## config.mk

```make
export PLATFORM = sky130hd
export DESIGN_NAME = noc_endpoint
export DESIGN_NICKNAME = d
export VERILOG_FILES = /design/src/rtl/noc_endpoint.sv
export SDC_FILE = /design/constraint.sdc
export NUM_CORES = 1
export LEC_CHECK = 0
export ABC_AREA = 1
export CAP_MARGIN = 20
export CORE_ASPECT_RATIO = 1.2
export CORE_MARGIN = 2
export CORE_UTILIZATION = 45
export CTS_CLUSTER_SIZE = 8
export DETAILED_ROUTE_END_ITERATION = 16
export PLACE_DENSITY = 0.71
export SKIP_CTS_REPAIR_TIMING = 1
export SYNTH_ARGS = -nofsm -noshare
export SYNTH_HDL_FRONTEND = slang
export SYNTH_SLANG_ARGS = --single-unit
```

## constraint.sdc

```tcl
create_clock -name clk -period 2.9 [get_ports clk]
set_input_delay 0.29 -clock clk [delete_from_list [all_inputs] [get_ports clk]]
set_output_delay 0.29 -clock clk [all_outputs]
set_load 0.005 [all_outputs]
```

## src/rtl/noc_endpoint.sv

```systemverilog
// noc_endpoint: attaches one processing element to a mesh router's local port.
// TX: encodes core messages into one-hot-addressed flits, buffers them in a
// first-word-fall-through FIFO and injects them with valid/ready.
// RX: address-checks incoming flits and hands good payloads to the core
// through a one-entry buffer; bad flits are dropped and counted.
//
// RX FSM states
//   state    | meaning
//   ---------+-----------------------------------------------------------
//   RX_EMPTY | buffer free, net_rx_ready=1, waiting for a flit
//   RX_FULL  | payload held for the core, core_rx_valid=1, router stalled
module noc_endpoint #(
    parameter logic [3:0] XCOORD     = 4'b0001,
    parameter logic [3:0] YCOORD     = 4'b0001,
    parameter int         DATA_W     = 16,
    parameter int         FIFO_DEPTH = 4
) (
    input  logic                clk,
    input  logic                rst,
    input  logic                core_tx_valid,
    output logic                core_tx_ready,
    input  logic [1:0]          core_tx_dest_x,
    input  logic [1:0]          core_tx_dest_y,
    input  logic [DATA_W-1:0]   core_tx_data,
    output logic                net_tx_valid,
    input  logic                net_tx_ready,
    output logic [16+DATA_W-1:0] net_tx_flit,
    input  logic                net_rx_valid,
    output logic                net_rx_ready,
    input  logic [16+DATA_W-1:0] net_rx_flit,
    output logic                core_rx_valid,
    input  logic                core_rx_ready,
    output logic [DATA_W-1:0]   core_rx_data,
    output logic [1:0]          core_rx_src_x,
    output logic [1:0]          core_rx_src_y,
    output logic [15:0]         tx_count,
    output logic [7:0]          err_count
);

    localparam int FLIT_W = 16 + DATA_W;
    localparam int PTR_W  = $clog2(FIFO_DEPTH);
    localparam logic [PTR_W:0] DEPTH_CNT = (PTR_W+1)'(FIFO_DEPTH);

    typedef enum logic {RX_EMPTY, RX_FULL} rx_state_t;

    function automatic logic is_onehot4(input logic [3:0] v);
        return (v != 4'd0) && ((v & (v - 4'd1)) == 4'd0);
    endfunction

    // Lowest set bit wins, so a malformed vector still maps deterministically.
    function automatic logic [1:0] onehot_to_bin(input logic [3:0] v);
        logic [1:0] b;
        b = 2'd0;
        for (int i = 3; i >= 0; i--) begin
            if (v[i]) b = 2'(i);
        end
        return b;
    endfunction

    // ---------------- TX path ----------------
    logic [FLIT_W-1:0] fifo_mem [FIFO_DEPTH];
    logic [PTR_W-1:0]  wr_ptr, rd_ptr;
    logic [PTR_W:0]    fifo_cnt;
    logic              fifo_full, fifo_empty, tx_push, tx_pop;
    logic [3:0]        enc_dest_x, enc_dest_y;

    assign fifo_full     = (fifo_cnt == DEPTH_CNT);
    assign fifo_empty    = (fifo_cnt == '0);
    // Held low during reset so every output reads zero while rst is high.
    assign core_tx_ready = !rst && !fifo_full;
    assign net_tx_valid  = !fifo_empty;
    assign tx_push       = core_tx_valid && core_tx_ready;
    assign tx_pop        = net_tx_valid && net_tx_ready;
    assign enc_dest_x    = 4'b0001 << core_tx_dest_x;
    assign enc_dest_y    = 4'b0001 << core_tx_dest_y;
    // Storage is not reset, so the head is masked while the FIFO is empty.
    assign net_tx_flit   = fifo_empty ? '0 : fifo_mem[rd_ptr];

    // Write the encoded flit into the FIFO storage.
    always_ff @(posedge clk) begin
        if (tx_push) fifo_mem[wr_ptr] <= {enc_dest_x, enc_dest_y, XCOORD, YCOORD, core_tx_data};
    end

    // FIFO pointers, occupancy and injected-packet counter.
    always_ff @(posedge clk or posedge rst) begin
        if (rst) begin
            wr_ptr   <= '0;
            rd_ptr   <= '0;
            fifo_cnt <= '0;
            tx_count <= '0;
        end else begin
            if (tx_push) wr_ptr <= wr_ptr + PTR_W'(1);
            if (tx_pop) begin
                rd_ptr   <= rd_ptr + PTR_W'(1);
                tx_count <= tx_count + 16'd1;
            end
            case ({tx_push, tx_pop})
                2'b10:   fifo_cnt <= fifo_cnt + (PTR_W+1)'(1);
                2'b01:   fifo_cnt <= fifo_cnt - (PTR_W+1)'(1);
                default: fifo_cnt <= fifo_cnt;
            endcase
        end
    end

    // ---------------- RX path ----------------
    rx_state_t         rx_state_q, rx_state_d;
    logic              rx_accept, rx_good;
    logic [3:0]        rx_dest_x, rx_dest_y, rx_src_x, rx_src_y;

    assign {rx_dest_x, rx_dest_y, rx_src_x, rx_src_y} = net_rx_flit[FLIT_W-1:DATA_W];
    assign rx_good = (rx_dest_x == XCOORD) && (rx_dest_y == YCOORD)
                     && is_onehot4(rx_src_x) && is_onehot4(rx_src_y);

    // RX state register.
    always_ff @(posedge clk or posedge rst) begin
        if (rst) rx_state_q <= RX_EMPTY;
        else     rx_state_q <= rx_state_d;
    end

    // RX next-state and handshake outputs.
    always_comb begin
        rx_state_d    = rx_state_q;
        net_rx_ready  = 1'b0;
        core_rx_valid = 1'b0;
        rx_accept     = 1'b0;
        case (rx_state_q)
            RX_EMPTY: begin
                net_rx_ready = !rst;
                rx_accept    = net_rx_valid && !rst;
                if (rx_accept && rx_good) rx_state_d = RX_FULL;
            end
            RX_FULL: begin
                core_rx_valid = 1'b1;
                if (core_rx_ready) rx_state_d = RX_EMPTY;
            end
            default: rx_state_d = RX_EMPTY;
        endcase
    end

    // Capture good payloads and count dropped flits (saturating).
    always_ff @(posedge clk or posedge rst) begin
        if (rst) begin
            core_rx_data  <= '0;
            core_rx_src_x <= '0;
            core_rx_src_y <= '0;
            err_count     <= '0;
        end else if (rx_accept) begin
            if (rx_good) begin
                core_rx_data  <= net_rx_flit[DATA_W-1:0];
                core_rx_src_x <= onehot_to_bin(rx_src_x);
                core_rx_src_y <= onehot_to_bin(rx_src_y);
            end else if (err_count != 8'hFF) begin
                err_count <= err_count + 8'd1;
            end
        end
    end

endmodule

```

==> summary.md, run 1 <==
| Metric | Value |
|---|---|
| IO Pins | 138 |
| Most frequent CP cell | inv_1 |
| Layout Nets | 877 |
| Clk_lat worst skew | 0.43 ns |
| Post-synth top flop | edfxtp_1 |
| Worst endpoint data arrival time | 2.35 ns |
| First drt pass iteration count | 4 |
| Area grow syn2layout | 30.0% |
| Largest net degree at the start of global routing | 30 |
| Synthesized instance count | 678 |
| Pwr per Cell Area | 828 mW/mm² |
| Initial Util | 45.7% |
| Max_slew headroom | 41.1% |
| Clk sinks | 148 |
| Pleak | 0.00367 µW |
| TNS Setup | 0 ns |
| GRT Overall Usage | 19.6% |
| Mean Syn Cell Area | 10.0 µm² |
| Final worst path period need | 2.64 ns |
| Routed wire per std cell | 14.4 µm |
| Post-synthesis cell type count | 32 |
| Synth top area share | 42.5% |
| Total Wirelength | 14.8 mm |
| Total gr overflow | 0 |
| Final Max Slew Viols | 0 |
| Peak supply drop | 0.000463 V |
| Vias after detailed routing | 5057 |
| CP Cell Sequence | inv_1 > nand3_4 > inv_1 > buf_4 > a21oi_1 > clkdlybuf4s50_1 |
| YS warnings | 0 |
| Worst-Margin Slew | 0.882 ns |
| Vias per Instance | 4.92 |
| Synth top area cells | edfxtp_1 43%, dfrtp_1 19%, nor2_1 7.1% |
| Clk_skew | 0.0105 ns |
| HPWL Detailed | 9.97 mm |
| Slowest library cell on the worst path | inv_1 |
| Combinational power share | 33.7% |
| Status | completed |
| Cell area after synthesis | 0.00678 mm² |
| Final Hold Viols | 0 |
| Internal power | 5030 µW |
| Die W | 116 µm |
| Sequential area share after synthesis | 61.7% |
| TritonCTS Buffers | 17 |
| Commonest cells post-synth | 129 x nor2_1, 125 x nand2_1, 96 x edfxtp_1, 53 x inv_1 |
| Ratio of cells with drive above 1 in the final layout | 9.96% |
| RSZ-0062 raised after global routing | false |
| Clock tree buffer depth | 2 |
| Placer congestion estimate | 0.799 |
| Fmax achieved | 379 MHz |
| CTS clk-pin slew, worst paths | 0.06 ns |
| Fraction of registers with async set/reset | 35.1% |
| Remaining DRCs | 0 |
| Vias in the first global route | 5079 |
| Register share of total power | 36.8% |
| Worst EP required | 2.61 ns |
| Die span in y | 138 µm |
| Total Power | 7300 µW |
| Placeable Area | 0.0148 mm² |
| Final antenna-violating net count | 0 |
| Clock root cell | clkbuf_16 |
| CP peak stage delay | 0.47 ns |
| FF+latch count, synth | 148 |
| Count leader, synth | nor2_1 |
| FP Rows | 49 |
| Critical-path maximum fanout | 16 |
| First-pass GRT wire length | 24.5 mm |
| Clk pwr share | 29.5% |
| Crit. End Element | primary output |
| Post-synth top area cell | edfxtp_1 |
| Port bufs | 131 |
| CP startpoint kind | flop |
| Diode count | 0 |
| HP Class | input port to async pin |
| Initial antenna violation count | 0 |
| Max Cap Violations | 0 |
| NetSw | 2260 µW |
| FILL cells | 1261 |
| Die ar. | 0.0161 mm² |
| # H-tree levels | 4 |
| Switch share | 31.0% |
| First DRT Iteration DRCs | 307 |
| CTS tree | yes |
| Number of flops mapped to enable cells by yosys | 96 |
| Worst Path Class, Setup | flop to primary output |
| Tcrit/Tclk final | 91.0% |
| # setup viols final | 0 |
final timing paths:
path / slack (ns) / to / startpoint / cells past startpoint
worst max-delay path: 0.26 / net_tx_flit[1] / fifo_cnt[2] / 6
worst min-delay path: 0.33 / err_count[0] / rst / 2
worst max register to register: 0.84 / fifo_cnt[2] / fifo_cnt[2] / 10
worst min register to register: 0.47 / core_rx_data[8] / core_rx_data[8] / 2
max in group asynchronous: 2.04 / tx_count[2] / rst / 3
min in group clk: 0.42 / rx_state_q / core_rx_ready / 2
kinds of logic after synthesis:
logic type,after synthesis,synth area share [%]
XOR/XNOR,18,2.33
AND/OR/NAND/NOR,324,21.3
flip-flops,148,61.7
other,1,0.0553
AO/OA/AOI/OAI,83,6.15
adder cells (fa/ha/maj),8,1.59
buffers and inverters,96,6.88
placed cells by master (no fill, tap or decap), types with 17 or more instances in the layout:
| cell type | instances |
|---|---|
| nand2_1 | 125 |
| nor2_1 | 125 |
| a21oi_1 | 28 |
| inv_1 | 52 |
| clkdlybuf4s50_1 | 131 |
| edfxtp_1 | 96 |
| clkbuf_16 | 17 |
| o21ai_0 | 52 |
| nand3_1 | 33 |
| dfrtp_1 | 52 |
registers in the layout, indices dropped and copies added, names as in the netlist:
name,cells
fifo_cnt,3
core_rx_src_x,2
tx_count,16
core_rx_data,16
err_count,8
rx_state_q,1
rd_ptr,2
fifo_mem,96
core_rx_src_y,2
wr_ptr,2
worst max-delay path, delay by kind of cell (launching register included):
| family | cells | cell delay [ns] |
|---|---|---|
| buffers and inverters | 4 | 1.34 |
| DFF | 1 | 0.38 |
| and+or+nand+nor | 1 | 0.13 |
| AOI/OAI and AO/OA | 1 | 0.06 |
per-layer routing:
metal	vias up	GRT usage, %	routed length [µm]
met5	-	0	0
met2	168	32.4	7370
met3	26	6.40	1020
li1	2457	-	-
met4	0	6.64	246
met1	2406	24.2	6190
power groups by stage:
stage / registers [µW] / clock network, µW / logic [µW]
2_1_floorplan: 2690 / 0 / 1350
3_3_place_gp: 2710 / 0 / 2420
3_5_place_dp: 2730 / 0 / 2480
4_1_cts: 2690 / 2190 / 2490
5_1_grt: 2710 / 2270 / 2740
6_report: 2690 / 2150 / 2460
through the flow:
stage	cells	setup WS (ns)	hold WS (ns)	area, µm²	utilization, %
after floorplan	683	0.622	0.386	6800	-
after global placement	996	0.622	0.453	8240	55.6
after detailed placement	996	0.612	0.458	8240	55.6
after CTS	1027	0.203	0.341	8810	59.4
after global routing	1027	0.110	0.404	8810	59.4
final	1027	0.262	0.325	8810	59.4
cell type report:
class	instances	area (µm²)	share of cell area, %
clock inverter	11	135	1.53
inverter	63	239	2.71
timing repair buffer	142	1410	16.0
tap	204	255	2.90
clock buffer	20	437	4.95
multi-input combinational	439	2160	24.5
sequential	148	4180	47.5
Power figures use the tool's default switching activity.
==> inputs of run 2 (changes only) <==
ABC_AREA = 0   (was 1)
PLACE_DENSITY = 0.73   (was 0.71)
==> summary.md, run 2 <==
| Metric | Value |
|---|---|
| Tcrit/Tclk final | 88.9% |
| Final worst path period need | 2.58 ns |
| Routed wire per std cell | 16.5 µm |
| Count leader, synth | edfxtp_1 |
| Critical-path maximum fanout | 21 |
| Max_slew headroom | 65.2% |
| CTS tree | yes |
| Fraction of registers with async set/reset | 35.1% |
| Worst-Margin Slew | 0.521 ns |
| TritonCTS Buffers | 17 |
| Die ar. | 0.0147 mm² |
| Initial Util | 46.5% |
| Mean Syn Cell Area | 16.8 µm² |
| Final hold slack | 0.336 ns |
| Placer congestion estimate | 0.762 |
| Pleak | 0.00324 µW |
| Remaining DRCs | 0 |
| Vias per Instance | 5.02 |
| Number of flops mapped to enable cells by yosys | 96 |
| Synthesized instance count | 367 |
| Initial antenna violation count | 0 |
| Commonest non-fill, non-tap cell in the layout | clkdlybuf4s50_1 |
| Vias after detailed routing | 3488 |
| # setup viols final | 0 |
| FP Rows | 46 |
| Clk_skew | 0.00920 ns |
| CP top delay family | buffers and inverters |
| Clk sinks | 148 |
| CP Cell Sequence | buf_12 > mux4_2 > nor2b_1 > clkdlybuf4s50_1 |
| Internal power | 4980 µW |
| FF+latch count, synth | 148 |
| Area grow syn2layout | 34.1% |
| Clock tree buffer depth | 2 |
| Largest register FFs | 96 |
| Sequential area share after synthesis | 67.7% |
| Vias in the first global route | 3789 |
| Status | completed |
| Final Max Slew Viols | 0 |
| Largest net degree at the start of global routing | 26 |
| Combinational power share | 30.0% |
| HP Class | input port to async pin |
| Total gr overflow | 0 |
| Clk pwr share | 29.8% |
| IO Pins | 138 |
| Register share of total power | 40.2% |
| Synth top area cells | edfxtp_1 47%, dfrtp_1 21%, mux4_2 8.7% |
| Diode count | 0 |
| Cell area after synthesis | 0.00618 mm² |
| CP Buf/Inv Count | 2 |
| Final Hold Viols | 0 |
| Top flop regs | fifo_mem: 96 flops, core_rx_data: 16 flops, tx_count: 16 flops |
| HPWL Detailed | 7.73 mm |
| CP peak stage delay | 0.51 ns |
| Placeable Area | 0.0133 mm² |
| Slowest library cell on the worst path | mux4_2 |
| Worst Path Class, Setup | flop to primary output |
| Final antenna-violating net count | 0 |
| TNS Setup | 0 ns |
| Pwr per Cell Area | 829 mW/mm² |
| Die span in y | 132 µm |
| Commonest cells post-synth | 96 x edfxtp_1, 52 x dfrtp_1, 28 x nor2b_1, 24 x mux4_2, 19 x mux2_4 |
| First-pass GRT wire length | 18.9 mm |
| Synth top area share | 46.7% |
| Worst endpoint data arrival time | 2.29 ns |
| Post-synth top flop | edfxtp_1 |
| FILL cells | 1039 |
| CTS clk-pin slew, worst paths | 0.06 ns |
| Post-synth top area cell | edfxtp_1 |
| RSZ-0062 raised after global routing | false |
| Layout Nets | 580 |
| First DRT Iteration DRCs | 198 |
| Worst EP required | 2.61 ns |
| Total Wirelength | 11.5 mm |
| # H-tree levels | 4 |
| Peak supply drop | 0.000387 V |
| GRT Overall Usage | 16.6% |
| Switch share | 27.5% |
| Fmax achieved | 388 MHz |
| YS warnings | 0 |
| Die W | 111 µm |
| Largest reg by FF count | fifo_mem |
| Port bufs | 131 |
| Post-route cell area | 0.00829 mm² |
| Commonest non-fill, non-tap cells in the layout | 131 x clkdlybuf4s50_1, 96 x edfxtp_1, 51 x dfrtp_1 |
| Util after Layout | 62.3% |
| Clock root cell | clkbuf_16 |
| Max Cap Violations | 0 |
| Clk_lat worst skew | 0.42 ns |
| Post-synthesis cell type count | 39 |
| CP startpoint kind | flop |
| First drt pass iteration count | 4 |
| Post-placement cell area | 0.00772 mm² |
| NetSw | 1890 µW |
| Total Power | 6870 µW |
| Crit. End Element | primary output |
| Ratio of cells with drive above 1 in the final layout | 17.6% |
-- run 2: path summary, 6_finish.rpt --
kind / start / end / slack (ns) / cells after the start
max: rd_ptr[0] / net_tx_flit[1] / 0.32 / 4
min: rst / rx_state_q / 0.34 / 2
max reg2reg: fifo_cnt[0] / fifo_cnt[2] / 0.75 / 10
min reg2reg: tx_count[15] / tx_count[15] / 0.49 / 1
max in group asynchronous: rst / rd_ptr[0] / 2.01 / 3
min in group clk: core_rx_ready / rx_state_q / 0.48 / 2
-- run 2: layout make-up --
class	instances	area (µm²)	share of cell area, %
multi-input cells	194	1860	22.4
repair buffers	142	1430	17.3
flip-flops and latches	148	4190	50.5
inverters	11	41.3	0.498
well taps	168	210	2.54
clock inverters	14	113	1.36
clock buffers	18	450	5.44
-- run 2: kinds of logic (layout without fill, tap and decap cells) --
family,Yosys count,count (layout),synth area share [%]
AO/OA/AOI/OAI,9,9,0.972
multiplexers,47,47,14.1
buffers and inverters,30,185,2.63
AND/OR/NAND/NOR,94,94,8.55
flip-flops,148,148,67.7
adder cells (fa/ha/maj),8,8,1.74
XOR/XNOR,30,30,4.25
other,1,6,0.0607
-- run 2: routing by layer --
metal  up-vias  track usage [%]  routed length, µm  part of all wire [%]
li1       1634                -                  -                     -
met1      1698             19.5               4710                    41
met2       138             27.4               5600                    49
met3        18             7.03                974                   8.5
met4         0             6.32                199                   1.7
met5         -                0                  0                     0
-- run 2: power by group through the flow --
stage	clock network, µW	registers, µW	logic [µW]
2_1_floorplan	0	2730	1100
3_3_place_gp	0	2790	2070
3_5_place_dp	0	2810	2110
4_1_cts	2090	2770	2110
5_1_grt	2200	2810	2250
6_report	2050	2760	2060
-- run 2: through the flow --
| step | setup slack, ns | instances |
|---|---|---|
| floorplan | 0.945 | 372 |
| global placement | 0.473 | 663 |
| detailed placement | 0.390 | 663 |
| CTS | 0.277 | 695 |
| global route | 0.185 | 695 |
| finish | 0.323 | 695 |
